## src/rtl/vga_timing_pkg.sv

```systemverilog
// Shared 640x480 VGA raster timing constants and the colour type used by both
// this timing generator and the graphics generator feeding it.
package vga_timing_pkg;

    // Pixel clock divider: 100 MHz system clock down to the 25 MHz pixel rate.
    localparam int VGA_PIX_DIV = 4;

    // Horizontal timing, in pixels.
    localparam int VGA_H_DISP = 640;
    localparam int VGA_H_FP   = 16;
    localparam int VGA_H_SYNC = 96;
    localparam int VGA_H_BP   = 48;

    // Vertical timing, in lines.
    localparam int VGA_V_DISP = 480;
    localparam int VGA_V_FP   = 10;
    localparam int VGA_V_SYNC = 2;
    localparam int VGA_V_BP   = 33;

    // Sync pulses are active-low for this mode.
    localparam bit VGA_SYNC_POL = 1'b0;

    // Derived totals; both must fit the 10-bit raster counters.
    localparam int VGA_H_TOTAL = VGA_H_DISP + VGA_H_FP + VGA_H_SYNC + VGA_H_BP;
    localparam int VGA_V_TOTAL = VGA_V_DISP + VGA_V_FP + VGA_V_SYNC + VGA_V_BP;

    // Inclusive sync windows in counter coordinates (656..751, 490..491).
    localparam int VGA_H_SYNC_START = VGA_H_DISP + VGA_H_FP;
    localparam int VGA_H_SYNC_END   = VGA_H_SYNC_START + VGA_H_SYNC - 1;
    localparam int VGA_V_SYNC_START = VGA_V_DISP + VGA_V_FP;
    localparam int VGA_V_SYNC_END   = VGA_V_SYNC_START + VGA_V_SYNC - 1;

    localparam int COORD_W = 10;

    typedef logic [COORD_W-1:0] coord_t;
    typedef logic [11:0]        rgb_t;

    localparam rgb_t RGB_BLACK = 12'h000;

    // Inclusive range test used for the sync window decode.
    function automatic logic in_window(coord_t val, coord_t lo, coord_t hi);
        return (val >= lo) && (val <= hi);
    endfunction

endpackage

```

## src/rtl/vga_pix_div.sv

```systemverilog
// Modulo-PIX_DIV divider producing the one-clk-wide pixel enable.
module vga_pix_div
    import vga_timing_pkg::*;
#(
    parameter int PIX_DIV = VGA_PIX_DIV
) (
    input  logic clk,
    input  logic reset,
    output logic p_tick
);

    // A one-bit counter is kept even for PIX_DIV = 1; it then never leaves 0.
    localparam int DIV_W = (PIX_DIV > 1) ? $clog2(PIX_DIV) : 1;
    localparam logic [DIV_W-1:0] DIV_LAST = DIV_W'(PIX_DIV - 1);

    logic [DIV_W-1:0] div_cnt;

    // Divider counter: 0..PIX_DIV-1, wrapping.
    // NOTE: sequential state uses non-blocking assignments so every register
    // samples pre-edge values; blocking here would create order-dependent races.
    always_ff @(posedge clk or posedge reset) begin
        if (reset) begin
            div_cnt <= '0;
        end else if (div_cnt == DIV_LAST) begin
            div_cnt <= '0;
        end else begin
            div_cnt <= div_cnt + DIV_W'(1);
        end
    end

    // Gating with reset keeps the tick low while held in reset when PIX_DIV = 1.
    assign p_tick = (div_cnt == DIV_LAST) && !reset;

endmodule

```

## src/rtl/vga_sync_gen.sv

```systemverilog
// VGA raster timing generator and registered RGB/sync pin stage.
// Pins show the pixel at (h, v) one pixel period after the counters leave it.
module vga_sync_gen
    import vga_timing_pkg::*;
#(
    parameter int PIX_DIV  = VGA_PIX_DIV,
    parameter int H_DISP   = VGA_H_DISP,
    parameter int H_FP     = VGA_H_FP,
    parameter int H_SYNC   = VGA_H_SYNC,
    parameter int H_BP     = VGA_H_BP,
    parameter int V_DISP   = VGA_V_DISP,
    parameter int V_FP     = VGA_V_FP,
    parameter int V_SYNC   = VGA_V_SYNC,
    parameter int V_BP     = VGA_V_BP,
    parameter bit SYNC_POL = VGA_SYNC_POL
) (
    input  logic       clk,
    input  logic       reset,
    input  rgb_t       rgb_in,
    output logic       p_tick,
    output coord_t     pix_x,
    output coord_t     pix_y,
    output logic       video_on,
    output logic       frame_tick,
    output logic [7:0] frame_cnt,
    output logic       hsync,
    output logic       vsync,
    output rgb_t       vga_rgb
);

    localparam int H_TOTAL = H_DISP + H_FP + H_SYNC + H_BP;
    localparam int V_TOTAL = V_DISP + V_FP + V_SYNC + V_BP;

    localparam coord_t H_LAST  = coord_t'(H_TOTAL - 1);
    localparam coord_t V_LAST  = coord_t'(V_TOTAL - 1);
    localparam coord_t H_VIS   = coord_t'(H_DISP);
    localparam coord_t V_VIS   = coord_t'(V_DISP);
    localparam coord_t HS_LO   = coord_t'(H_DISP + H_FP);
    localparam coord_t HS_HI   = coord_t'(H_DISP + H_FP + H_SYNC - 1);
    localparam coord_t VS_LO   = coord_t'(V_DISP + V_FP);
    localparam coord_t VS_HI   = coord_t'(V_DISP + V_FP + V_SYNC - 1);
    // Second blanking line: graphics updates here settle well before line 0.
    localparam coord_t FT_LINE = coord_t'(V_DISP + 1);

    coord_t h_cnt;
    coord_t v_cnt;
    logic   h_last;
    logic   v_last;
    logic   h_sync_act;
    logic   v_sync_act;

    vga_pix_div #(
        .PIX_DIV (PIX_DIV)
    ) u_pix_div (
        .clk    (clk),
        .reset  (reset),
        .p_tick (p_tick)
    );

    assign h_last = (h_cnt == H_LAST);
    assign v_last = (v_cnt == V_LAST);

    // Raster counters: h every pixel, v at end of line, frame_cnt at end of frame.
    always_ff @(posedge clk or posedge reset) begin
        if (reset) begin
            h_cnt     <= '0;
            v_cnt     <= '0;
            frame_cnt <= '0;
        end else if (p_tick) begin
            if (h_last) begin
                h_cnt <= '0;
                if (v_last) begin
                    v_cnt     <= '0;
                    frame_cnt <= frame_cnt + 8'd1;
                end else begin
                    v_cnt <= v_cnt + coord_t'(1);
                end
            end else begin
                h_cnt <= h_cnt + coord_t'(1);
            end
        end
    end

    // Visible-area, sync-window and frame-tick decode from the live counters.
    // NOTE: every output of this block is assigned on every pass, so no latch
    // can be inferred; add a default first if a conditional assignment appears.
    always_comb begin
        video_on   = (h_cnt < H_VIS) && (v_cnt < V_VIS);
        h_sync_act = in_window(h_cnt, HS_LO, HS_HI);
        v_sync_act = in_window(v_cnt, VS_LO, VS_HI);
        frame_tick = p_tick && (h_cnt == '0) && (v_cnt == FT_LINE);
    end

    // Pin stage: sync and blanked colour registered together on the pixel edge.
    always_ff @(posedge clk or posedge reset) begin
        if (reset) begin
            hsync   <= ~SYNC_POL;
            vsync   <= ~SYNC_POL;
            vga_rgb <= RGB_BLACK;
        end else if (p_tick) begin
            hsync   <= h_sync_act ? SYNC_POL : ~SYNC_POL;
            vsync   <= v_sync_act ? SYNC_POL : ~SYNC_POL;
            vga_rgb <= video_on ? rgb_in : RGB_BLACK;
        end
    end

    assign pix_x = h_cnt;
    assign pix_y = v_cnt;

endmodule

```

## config.mk

```make
export PLATFORM = sky130hd
export DESIGN_NAME = vga_sync_gen
export DESIGN_NICKNAME = d
export VERILOG_FILES = /design/src/rtl/vga_timing_pkg.sv /design/src/rtl/vga_pix_div.sv /design/src/rtl/vga_sync_gen.sv
export SDC_FILE = /design/constraint.sdc
export NUM_CORES = 1
export LEC_CHECK = 0
export CAP_MARGIN = 20
export CORE_ASPECT_RATIO = 1.2
export CORE_MARGIN = 10
export CORE_UTILIZATION = 40
export CTS_CLUSTER_SIZE = 30
export DETAILED_ROUTE_END_ITERATION = 7
export GPL_TIMING_DRIVEN = 1
export PLACE_DENSITY_LB_ADDON = 0.15
export SLEW_MARGIN = 15
export SYNTH_ARGS = -nofsm -noshare
export SYNTH_HDL_FRONTEND = slang
export SYNTH_SLANG_ARGS = --single-unit
```

## constraint.sdc

```tcl
create_clock -name clk -period 1.8 [get_ports clk]
set_input_delay 0.36 -clock clk [delete_from_list [all_inputs] [get_ports clk]]
set_output_delay 0.36 -clock clk [all_outputs]
set_load 0.02 [all_outputs]
```

==> impl_metrics.yaml <==
synthesis:
  synth_area_per_cell_um2: 9.78
  synth-main-ff-cell: "dfrtp_1"
  synth_edf_count: 0
  ys_types: 40
  syn_nets: 245
  syn_inst: 224
  yosys_register_bits: 44
  synth_area_um2: 2190
  ys.warnings.count: 0
  yosysSeqAreaShare: 0.504
  synthArstFlopShare: 1.00
clock_network:
  cts_buffer_depth: 2
  clk_pin_slew_ps: 80
  htreeDepth: 2
  clockRootBuffer: "clkbuf_8"
  clock-sinks: 44
  insertion_delay_ps: 300
  cts_made_buffers: 5
  hold_buffers: 0
  cts_tree: "done"
sta:
  hold_slack_ps: 256
  relSlewSlack: 0.697
  rsz0062_at_grt: "yes"
  clock_skew_ps: 6.10
  min_period_ps: 2080
  max_freq_ghz: 0.480
  setup_ws_ps: -284
  fin_setup_tns_ps: -743
  hold_violations: 0
  worst_slew_pin_slew_ps: 453
  fin_crit_sh: 1.16
  setup_viol: 10
  drv_slew: 0
power:
  power.leakage_nw: 1.83
  power.density_nw_per_um2: 649
  vdd_drop_max_v: 0.000353
place:
  port_buffers: 58
  dp_hpwl_mm: 4.39
  dp_slack_ps: -847
  routabilityCongestion: 0.828
floorplan:
  die_area_um2: 8850
  start_util: 0.413
  core_um2: 5300
  ios: 59
  rows: 29
  die_x_um: 87.5
  die_h_um: 101
outcome:
  violations: "setup timing"
  outcome: "complete, but fails checks"
detailed_routing:
  drt_first_pass_iters: 4
  antenna_left: 0
  routed_via_density: 5.21
  wl_mm: 5.95
  wl_per_cell_um: 15.5
  vias: 1996
  first_iter_violations: 64
  drc: 0
worst_hold_path:
  hold_class: "in -> async"
finish:
  layout.nets: 341
  area.growth.synth_to_final_pct: 53.9
  antenna_cells: 0
  drive_gt1_frac: 0.227
worst_setup_path:
  crit_required_ps: 1440
  cp-end-kind: "primary output"
  crit_arrival_ps: 1720
  path_class: "reg -> out"
  path_max_fanout: 2
  startpoint_type: "register"
global_routing:
  grt_pass1_vias: 2045
  grt_usage: 0.139
  antenna_found_initial: 0
  grt_max_degree: 20
  grt_pass1_wl_mm: 9.89
  grt_overflow_total: 0
job:
  maxCapViolCount: 0
## final cells by class
| type | count | area, µm² |
|---|---|---|
| clock buffer | 7 | 76.3 |
| sequential | 44 | 1100 |
| multi-input combinational | 161 | 1130 |
| timing repair buffer | 98 | 941 |
| tap | 62 | 77.6 |
| fill | 458 | 1930 |
| clock inverter | 1 | 5.00 |
| inverter | 10 | 37.5 |
## layer usage
layer	wire length (µm)	vias up	global-route usage
li1	-	963	-
met1	2380	973	0.151
met2	2950	53	0.233
met3	528	7	0.0623
met4	97	0	0.0479
met5	0	-	0
## sequential cells by signal (all words and copies together), names as in the netlist
| signal | cells |
|---|---|
| pix_x | 10 |
| u_pix_div.div_cnt | 2 |
| pix_y | 10 |
| frame_cnt | 8 |
| vga_rgb | 12 |
| vsync | 1 |
| hsync | 1 |
## repair_timing
action / in CTS / in global routing
pin swaps: 1 / 0
setup endpoints to repair: 27 / 37
resized for setup: 32 / 20
buffers inserted: 1 / 0
## report_power, final
part           switching [mW]  internal (mW)  total (mW)
Sequential             0.0309           1.05        1.08
Combinational           0.256          0.237       0.493
Clock                   0.339          0.273       0.612
Total                   0.625           1.56        2.19
## worst max-delay path: stages (launching register included)
cell and delay (ps):
dfrtp_1 390, ha_4 160, nand2b_4 60, or4_4 500, nor4_4 150, buf_4 180
## cells in the final DEF (no fill, tap or decap), drive strengths merged, types with 5 or more instances in the layout
master | Yosys | routed
nand2 | 43 | 43
dfrtp | 42 | 42
buf | 7 | 42
clkdlybuf4s50 | 0 | 32
o21ai | 22 | 22
xor2 | 16 | 16
dlymetal6s2s | 0 | 16
nand3 | 14 | 14
nor2 | 11 | 11
inv | 10 | 9
dlygate4sd2 | 0 | 8
nor4 | 8 | 8
nor3 | 8 | 8
ha | 7 | 7
clkbuf | 2 | 7
a21oi | 5 | 5
nand4 | 5 | 5
## synth_stat cells, types with 3 or more instances
master,number,share of area
nor4_1,6,0.017
nand2_1,43,0.074
o21ai_0,22,0.050
a21oi_1,5,0.011
nand3_1,14,0.032
nor2_1,11,0.019
dfrtp_1,42,0.48
nor3_1,8,0.018
ha_1,7,0.040
buf_6,3,0.015
xor2_1,16,0.064
inv_1,10,0.017
nand4_1,4,0.011
## path summary, 6_finish.rpt
kind	from	endpoint	slack [ps]	depth (start not counted)
max in group asynchronous	reset	hsync	1070	4
min in group clk	frame_cnt[7]	frame_cnt[7]	470	1
hold / removal	reset	vga_rgb[1]	260	3
setup / recovery	u_pix_div.div_cnt[0]	frame_tick	-280	5
hold reg to reg	frame_cnt[7]	frame_cnt[7]	470	1
setup reg to reg	u_pix_div.div_cnt[0]	frame_cnt[1]	-70	9
## cell families after synthesis
logic type	share of synthesized area
compound gates	0.0749
flops	0.504
buf+inv	0.0457
simple gates	0.254
xor+xnor	0.0720
fa+ha+maj	0.0400
mux	0.00971
## through the flow
| stage | power [mW] | area [µm²] | instances | util |
|---|---|---|---|---|
| floorplan | 1.34 | 2210 | 224 | - |
| global placement | 1.60 | 3130 | 374 | 0.590 |
| detailed placement | 1.61 | 3130 | 374 | 0.590 |
| CTS | 2.22 | 3310 | 383 | 0.625 |
| global route | 2.30 | 3370 | 383 | 0.636 |
| finish | 2.19 | 3370 | 383 | 0.636 |
Power figures use the tool's default switching activity.
